--- src/rtl/bloon_pkg.sv ---
// Shared sprite geometry, transparency key and pixel/position types for the
// bloon sprite pixel path.
package bloon_pkg;

    localparam int          SPRITE_W = 32;
    localparam int          SPRITE_H = 32;
    localparam int          PIPE_LAT = 2;
    localparam logic [11:0] KEY_RGB  = 12'hF0F;

    typedef struct packed {
        logic [3:0] r;
        logic [3:0] g;
        logic [3:0] b;
    } rgb_t;

    typedef struct packed {
        logic [9:0] x;
        logic [9:0] y;
        logic       en;
    } bloon_pos_t;

endpackage

--- src/rtl/bloon_sprite_driver_pix_delay.sv ---
// Fixed-depth, reset-cleared shift register used to realign per-pixel
// side information with the renderer's late RGB.
module pix_delay #(
    parameter int WIDTH = 14,
    parameter int DEPTH = 2
) (
    input  logic             vga_clk,
    input  logic             reset,
    input  logic [WIDTH-1:0] din,
    output logic [WIDTH-1:0] dout
);

    logic [DEPTH-1:0][WIDTH-1:0] stage_q;
    logic [DEPTH-1:0][WIDTH-1:0] stage_d;

    always_comb begin
        stage_d[0] = din;
        for (int i = 1; i < DEPTH; i++) begin
            stage_d[i] = stage_q[i-1];
        end
    end

    // NOTE: the stages are cleared on reset so a stale hit/blank cannot leak
    // into the first pixels after reset; the array is small enough to be flops.
    always_ff @(posedge vga_clk) begin
        if (reset) begin
            stage_q <= '0;
        end else begin
            // NOTE: non-blocking so every stage samples its predecessor's
            // pre-edge value; blocking would collapse the line to one stage.
            stage_q <= stage_d;
        end
    end

    assign dout = stage_q[DEPTH-1];

endmodule

--- src/rtl/bloon_sprite_driver.sv ---
// Bloon sprite pixel-address generation, frame-synchronous position update,
// and transparent-key compositing over the background.
module bloon_sprite_driver
    import bloon_pkg::*;
(
    input  logic       vga_clk,
    input  logic       reset,
    input  logic [9:0] DrawX,
    input  logic [9:0] DrawY,
    input  logic       blank,
    input  logic       frame_start,
    input  logic       pos_valid,
    output logic       pos_ready,
    input  logic [9:0] BloonX,
    input  logic [9:0] BloonY,
    input  logic       bloon_en,
    input  logic [3:0] bg_red,
    input  logic [3:0] bg_green,
    input  logic [3:0] bg_blue,
    input  logic [3:0] spr_red,
    input  logic [3:0] spr_green,
    input  logic [3:0] spr_blue,
    output logic [9:0] RelativeXB,
    output logic [9:0] RelativeYB,
    output logic [3:0] red,
    output logic [3:0] green,
    output logic [3:0] blue,
    output logic       bloon_visible
);

    localparam int ALIGN_W = 2 + $bits(rgb_t);

    bloon_pos_t pend_q, pend_d, cur_q, cur_d;
    logic       pend_full_q, pend_full_d;
    logic       seen_q, seen_d;
    logic       vis_q, vis_d;
    rgb_t       pix_q, pix_d;

    logic [10:0]        x_end, y_end;
    logic               hit;
    rgb_t               bg_in, spr_in, bg_dl;
    logic               hit_dl, blank_dl, opaque;
    logic [ALIGN_W-1:0] align_in, align_out;

    assign bg_in  = '{r: bg_red,  g: bg_green,  b: bg_blue};
    assign spr_in = '{r: spr_red, g: spr_green, b: spr_blue};

    // Ends are one bit wider so a sprite near x=1023 does not wrap to column 0.
    always_comb begin
        x_end      = {1'b0, cur_q.x} + 11'(SPRITE_W);
        y_end      = {1'b0, cur_q.y} + 11'(SPRITE_H);
        hit        = cur_q.en
                     && (DrawX >= cur_q.x) && ({1'b0, DrawX} < x_end)
                     && (DrawY >= cur_q.y) && ({1'b0, DrawY} < y_end);
        RelativeXB = hit ? DrawX - cur_q.x : '0;
        RelativeYB = hit ? DrawY - cur_q.y : '0;
    end

    assign align_in                     = {hit, blank, bg_in};
    assign {hit_dl, blank_dl, bg_dl}    = align_out;

    pix_delay #(
        .WIDTH (ALIGN_W),
        .DEPTH (PIPE_LAT)
    ) u_align (
        .vga_clk (vga_clk),
        .reset   (reset),
        .din     (align_in),
        .dout    (align_out)
    );

    always_comb begin
        // NOTE: every always_comb output gets a default first so no path
        // leaves it unassigned and infers a latch.
        pend_d      = pend_q;
        pend_full_d = pend_full_q;
        cur_d       = cur_q;
        seen_d      = seen_q;
        vis_d       = vis_q;
        pix_d       = bg_dl;

        // Commit reads the pre-edge full flag, so a same-cycle offer waits a frame.
        if (frame_start && pend_full_q) begin
            cur_d       = pend_q;
            pend_full_d = 1'b0;
        end
        if (pos_valid && !pend_full_q) begin
            pend_d      = '{x: BloonX, y: BloonY, en: bloon_en};
            pend_full_d = 1'b1;
        end

        opaque = blank_dl && hit_dl && (spr_in != KEY_RGB);
        if (!blank_dl) begin
            pix_d = '0;
        end else if (opaque) begin
            pix_d = spr_in;
        end

        if (frame_start) begin
            vis_d  = seen_q;
            seen_d = 1'b0;
        end else if (opaque) begin
            seen_d = 1'b1;
        end
    end

    always_ff @(posedge vga_clk) begin
        if (reset) begin
            pend_q      <= '0;
            pend_full_q <= 1'b0;
            cur_q       <= '0;
            seen_q      <= 1'b0;
            vis_q       <= 1'b0;
            pix_q       <= '0;
        end else begin
            pend_q      <= pend_d;
            pend_full_q <= pend_full_d;
            cur_q       <= cur_d;
            seen_q      <= seen_d;
            vis_q       <= vis_d;
            pix_q       <= pix_d;
        end
    end

    assign pos_ready     = !pend_full_q;
    assign red           = pix_q.r;
    assign green         = pix_q.g;
    assign blue          = pix_q.b;
    assign bloon_visible = vis_q;

endmodule

--- config.mk ---
export PLATFORM = sky130hd
export DESIGN_NAME = bloon_sprite_driver
export DESIGN_NICKNAME = d
export VERILOG_FILES = /design/src/rtl/bloon_pkg.sv /design/src/rtl/bloon_sprite_driver_pix_delay.sv /design/src/rtl/bloon_sprite_driver.sv
export SDC_FILE = /design/constraint.sdc
export NUM_CORES = 1
export LEC_CHECK = 0
export ABC_AREA = 0
export ABC_CLOCK_PERIOD_IN_PS = 3300
export CAP_MARGIN = 10
export CORE_AREA = 2 2 105 107
export DETAILED_ROUTE_END_ITERATION = 10
export DIE_AREA = 0 0 107 109
export DONT_BUFFER_PORTS = 1
export SLEW_MARGIN = 10
export SYNTH_ARGS = -nofsm -noshare
export SYNTH_HDL_FRONTEND = slang
export SYNTH_SLANG_ARGS = --single-unit
--- constraint.sdc ---
create_clock -name vga_clk -period 3.3 [get_ports vga_clk]
set_input_delay 0.33 -clock vga_clk [delete_from_list [all_inputs] [get_ports vga_clk]]
set_output_delay 0.33 -clock vga_clk [all_outputs]
set_load 0.05 [all_outputs]
# Word-level counts from Yosys, hierarchy flattened
# Index checks and enable logic that the tools add are counted.
[totals] reg_bits=85 latchBits=0 mem_bits_rw=0 mem_bits_ro=0 input_bits=70 n_memories=0
[classes] add_sub_neg=4 n_mul=0 div=0 n_lt_le_gt_ge=4 n_eq_ne=1 shift=0 mux=5 bitwise=1 n_reduce_logical=12
[ops] operator="adder 10 x 6 -> 11 bit, second input constant" n=2
[ops] operator="< comparator 10 x 11 -> 1 bit" n=2
[ops] operator="greater-or-equal comparator 10 bit" n=2
[ops] operator="two-way mux 10 bit" n=2
[ops] operator="subtractor 10 bit" n=2
[ops] operator="two-way mux 12 bit" n=1
[ops] operator="!= test 12 bit, second input constant" n=1
[ops] operator="logical AND 1 bit" n=8
[ops] operator="OR reduction 2 bit" n=2
[ops] operator="two-way mux 1 bit" n=2
[ops] operator="nonzero test 2 bit" n=1
[ops] operator="logical NOT 1 bit" n=1
[ops] operator="NOT 1 bit" n=1

# Longest topological paths before layout
# Gate-level depths: netlist of run 1.
[depth] depth_word=6 depth_mapped=11 mapped_depth_nobuf=10

# Modules after synthesis
# A second synthesis of run 1 with hierarchy kept.
[unflattened] hier_cells=503 hier_area_um2=4354.2
[modules_own_cells] mod="bloon_sprite_driver" instances=1 cells_each=445 area_per_inst_um2=3575.9 seq_area_each_um2=1141.1
[modules_own_cells] mod="pix_delay" instances=1 cells_each=58 area_per_inst_um2=778.2 seq_area_each_um2=560.5

# Worst setup path before layout of run 1
# OpenSTA, ideal clock, no wires.
[synth_path] path_type="register to output" startpoint="register cur_q[16] in the netlist's numbering" endpoint="output port RelativeXB[7]" t_arrival_ns=3.203 slack_ns=-0.233 stages_incl_launch_ff=11 n_path_buf=0 cell_sequence="dfxtp_1 -> ha_1 -> nand3_1 -> xnor2_1 -> ha_1 -> a21oi_1 -> a32oi_1 -> or4_1 -> a21oi_1 -> nand4_2 -> nor3_1"
[synth_between] elab_chain_cells=6
[synth_lines] item="from (decl)" line_no="bloon_sprite_driver.sv:33" text="bloon_pos_t pend_q, pend_d, cur_q, cur_d;"
[synth_lines] item="from (signal assigned)" line_no="bloon_sprite_driver.sv:118" text="cur_q <= cur_d;"
[synth_lines] item="adder 10 x 6 -> 11 bit or greater-or-equal comparator 10 bit (tied branches)" line_no="bloon_sprite_driver.sv:50, bloon_sprite_driver.sv:53"
[synth_lines] item="< comparator 10 x 11 -> 1 bit or logical AND 1 bit (tied branches)" line_no="bloon_sprite_driver.sv:53" text="&& (DrawX >= cur_q.x) && ({1'b0, DrawX} < x_end)"
[synth_lines] item="logical AND 1 bit" line_no="bloon_sprite_driver.sv:53"
[synth_lines] item="logical AND 1 bit (2 in a row)" line_no="bloon_sprite_driver.sv:54" text="&& (DrawY >= cur_q.y) && ({1'b0, DrawY} < y_end);"
[synth_lines] item="two-way mux 10 bit *" line_no="bloon_sprite_driver.sv:55" text="RelativeXB = hit ? DrawX - cur_q.x : '0;"
[synth_lines] item="to (decl)" line_no="bloon_sprite_driver.sv:23" text="output logic [9:0] RelativeXB,"
# Mark *: on every way between the ends. The rest lies on a longest branch, timed or not.

# Worst setup path after layout of run 1
[layout_path] startpoint="register cur_q[17] in the netlist's numbering" endpoint="output port RelativeXB[2]"
[layout_between] elab_chain_cells=6
[layout_lines] item="adder 10 x 6 -> 11 bit or greater-or-equal comparator 10 bit (tied branches)" line_no="bloon_sprite_driver.sv:50, bloon_sprite_driver.sv:53"
[layout_lines] item="< comparator 10 x 11 -> 1 bit or logical AND 1 bit (tied branches)" line_no="bloon_sprite_driver.sv:53"
[layout_lines] item="logical AND 1 bit *" line_no="bloon_sprite_driver.sv:53"
[layout_lines] item="logical AND 1 bit * (2 in a row)" line_no="bloon_sprite_driver.sv:54"
[layout_lines] item="two-way mux 10 bit *" line_no="bloon_sprite_driver.sv:55"
# Marks and branches as above.

==> flow_summary_export.csv, run 1 <==
group,metric,value,unit
global_routing,antenna_found_initial,0,
worst_setup_path,path_depth,12,
pwr,p_leak,1.93,nW
routing,vias,3307,
placed_design,place_ws,0.186,ns
synthesis,synth.cell_area,4130,um^2
routing,wirelength,9.49,mm
worst_hold_path,min_path_cells,1,
worst_setup_path,critPathMaxFanout,5,
sta,whs,0.0482,ns
global_routing,met1_usage,19.0,%
routing,vias_per_cell,4.91,
routing,first_pass_iters,4,
clock_network,cts_tree,"built",
sta,slew_headroom,47.3,%
pwr,finalPower,0.00198,W
sta,worstMarginPinSlew,0.790,ns
worst_setup_path,critical_path_class,"flip-flop to output pin",
pwr,p_int,0.00145,W
synthesis,ys_seq_area_share,41.2,%
floorplanning,core,10600,um^2
global_routing,use_met2,27.6,%
sta,clock.fmax,311,MHz
synthesis,synth_top_area_share,41.2,%
sta,drv_slew,0,
worst_setup_path,slowest_stage,"or4_4",
global_routing,grt_max_degree,75,
synthesis,synth.area.top_cells,"dfxtp_1 (41%), ha_1 (9.7%), nand2_1 (9.4%)",
global_routing,grt_pass1_wl,14.6,mm
cells_and_area,antenna_cells,0,
clock_network,root_buffer,"clkbuf_8",
synthesis,synthArstFlopShare,0,%
placed_design,placed_cells,644,
worst_setup_path,crit_arrival,2.89,ns
worst_setup_path,critPathMaxStageDelay,0.43,ns
worst_setup_path,start_kind,"flip-flop",
global_routing,grtUsageMet3,3.83,%
routing,drt-initial-drc-count,216,
floorplanning,dieArea,11700,um^2
cells_and_area,drive_above_1_share,19.3,%
placed_design,port_buffers,0,
sta,period_share,97.6,%
clock_network,path_clk_slew,0.09,ns
worst_setup_path,path_buf_inv,2,
clock_network,holdBufCountCts,0,
floorplanning,start_util,39.0,%
sta,finalHoldViolations,0,
routing,wire_per_inst,14.1,um
outcome,status,"finished clean",
pwr,p_seq_share,54.5,%
pwr,pwr-share-clk,33.4,%
flow_run,drv_cap,0,
worst_hold_path,hold_path.class,"input pin to flip-flop",
pwr,combPwrFrac,12.0,%
synthesis,synth_fp_nets,604,
synthesis,synth-seq-cells,85,
cells_and_area,finalNonFillerCells,674,
clock_network,cts_sinks,85,
sta,rsz0062_at_grt,"yes",
global_routing,grt.total_usage,15.9,%
clock_network,cts_buffers,9,
sta,period_needed,3.22,ns
floorplanning,die_x,107,um
pwr,switching_share,26.8,%
routing,ant_nets,0,
cells_and_area,nets,634,
synthesis,syn_inst,500,
sta,fin_ws,0.0804,ns
floorplanning,die_h,109,um
worst_setup_path,regToRegSetupSlack,0.73,ns
floorplanning,ios,104,
pwr,power_switching,0.000530,W
global_routing,grt-busiest-layer,"met2",
routing,drc,0,
pwr,vdd_drop_max,247,uV
global_routing,grt_pass1_vias,3084,
floorplanning,num_rows,38,
worst_setup_path,rr_worst_depth,12,
synthesis,synth_ff_type,"dfxtp_1",
sta,tns,0,ns
worst_setup_path,worstPathRequired,2.97,ns
clock_network,htree_levels,3,
synthesis,synth_edf_count,0,
sta,finalClockSkew,0.00899,ns
worst_setup_path,end_kind,"output pin",
placed_design,place_congestion,0.860,
worst_setup_path,path_cells,"ha_4 > nand3_4 > xnor2_4 > ha_4 > a21oi_2 > a32oi_1 > or4_4 > a21oi_4 > nand4_4 > buf_4 > nor2_1 > buf_4",
synthesis,synth.largest_area_cell,"dfxtp_1",
pwr,p_per_area,389,nW/um^2
global_routing,grt.overflow.total,0,
sta,finalSetupViolCount,0,
clock_network,cts.path.max_buffers,2,
cells_and_area,syn_to_final_growth,22.9,%
synthesis,synth_cell_types,43,
placed_design,hpwl,6.75,mm
worst_setup_path,cpLargestDelayFamily,"simple AND/OR/NAND/NOR gates",
synthesis,syn_avg_cell_area,8.26,um^2
clock_network,clk_latency,0.34,ns
synthesis,ys.warnings.count,0,
## logic make-up after synthesis
logic type | after synthesis | synth area share [%]
AO/OA/AOI/OAI | 96 | 13.5
XOR/XNOR | 20 | 4.24
adder cells (fa/ha/maj) | 34 | 10.7
buffers and inverters | 51 | 5.18
flip-flops | 85 | 41.2
multiplexers | 10 | 2.42
AND/OR/NAND/NOR | 204 | 22.8
## power by group through the flow
stage          Clock [W]  Sequential (W)  Combinational (W)
2_1_floorplan          0         0.00110           0.000179
3_3_place_gp           0         0.00110           0.000198
3_5_place_dp           0         0.00110           0.000204
4_1_cts         0.000692         0.00108           0.000212
5_1_grt         0.000740         0.00108           0.000266
6_report        0.000660         0.00108           0.000238
## cell type report
class / instances / area, um^2
clock buffer: 9 / 124
tap: 140 / 175
inverter: 31 / 116
sequential: 85 / 1720
timing repair buffer: 39 / 404
clock inverter: 6 / 53.8
multi-input combinational: 364 / 2480
fill: 1010 / 5530
## worst register-to-register path, stage by stage (launching register included)
cell and delay, ns:
dfxtp_2 0.37, ha_4 0.16, nand3_4 0.10, xnor2_4 0.20
ha_4 0.23, a21oi_2 0.13, a32oi_1 0.07, or4_4 0.43
a21oi_4 0.15, nand4_4 0.19, buf_4 0.22, buf_4 0.13
nor2_1 0.12
## through the flow
step | instance area [um^2] | utilization [%]
after floorplan | 4140 | -
after global placement | 4390 | 41.4
after detailed placement | 4390 | 41.4
after CTS | 4680 | 44.2
after global routing | 5070 | 47.9
final | 5070 | 47.9
## path summary, 6_finish.rpt
kind,to,startpoint
max,RelativeXB[2],cur_q[17]
min,u_align.stage_d[20],reset
max reg2reg,u_align.stage_d[27],cur_q[17]
min reg2reg,cur_q[19],pend_q[19]
## per-layer routing
metal  routed length [um]  up-vias  part of all wire (%)
met3                  495       12                   5.2
met5                    0        -                     0
met2                 4610       78                    49
met1                 4220     1500                    44
li1                     -     1717                     -
met4                  164        0                   1.7
## cells in the final DEF (no fill, tap or decap), types with 2 or more instances in the layout
cell type	n
a21o_1	5
a21oi_1	61
a21oi_2	2
a21oi_4	2
a311oi_1	2
a31oi_1	3
a32oi_1	2
and3_1	2
and3_4	2
buf_4	15
buf_6	21
buf_8	2
clkbuf_8	9
dfxtp_1	76
dfxtp_2	6
dfxtp_4	3
fa_1	2
ha_1	24
ha_4	8
inv_1	30
inv_6	3
mux2i_1	10
nand2_1	103
nand2b_1	7
nand3_1	6
nand3_4	2
nand4_1	2
nor2_1	19
nor2_2	11
nor2_4	3
nor2b_1	31
nor3_1	7
o21ai_0	8
xnor2_1	12
xor2_1	6
## sequential cells by signal, indices dropped and copies added (netlist names)
name and count:
cur_q 21, pend_q 21, u_align.dout 14, u_align.stage_d 14, blue 4, green 4, red 4, bloon_visible 1
pend_full_q 1, seen_q 1
## what timing repair did
action                     CTS  global route
buffers inserted             5             8
gates cloned                 1             1
setup endpoints to repair   20            20
gates resized for setup     16            70
pin swaps                    8            11
## Yosys cell counts (2+ instances only)
cell type  number
a21o_1          5
a21oi_1        64
a311oi_1        2
a31oi_1         3
a32oi_1         2
and3_1          3
buf_1           2
buf_6           3
clkbuf_1       15
dfxtp_1        85
fa_1            2
ha_1           32
inv_1          31
mux2i_1        10
nand2_1       103
nand2b_1        7
nand3_1         8
nand4_1         2
nor2_1         33
nor2b_1        31
nor3_1          8
o21ai_0        10
xnor2_1        14
xor2_1          6
(Power assumes the default switching activity.)
==> run 2, diff against run 1 <==
GPL_ROUTABILITY_DRIVEN = 0   (was unset)
SLEW_MARGIN = 20   (was 10)
==> results of run 2 <==
The final DEF is identical to that of run 1; final timing and power are the same.
==> run 3, diff against run 2 <==
CTS_CLUSTER_SIZE = 40   (was unset)
==> results of run 3 <==
The final DEF is identical to that of run 1; final timing and power are the same.
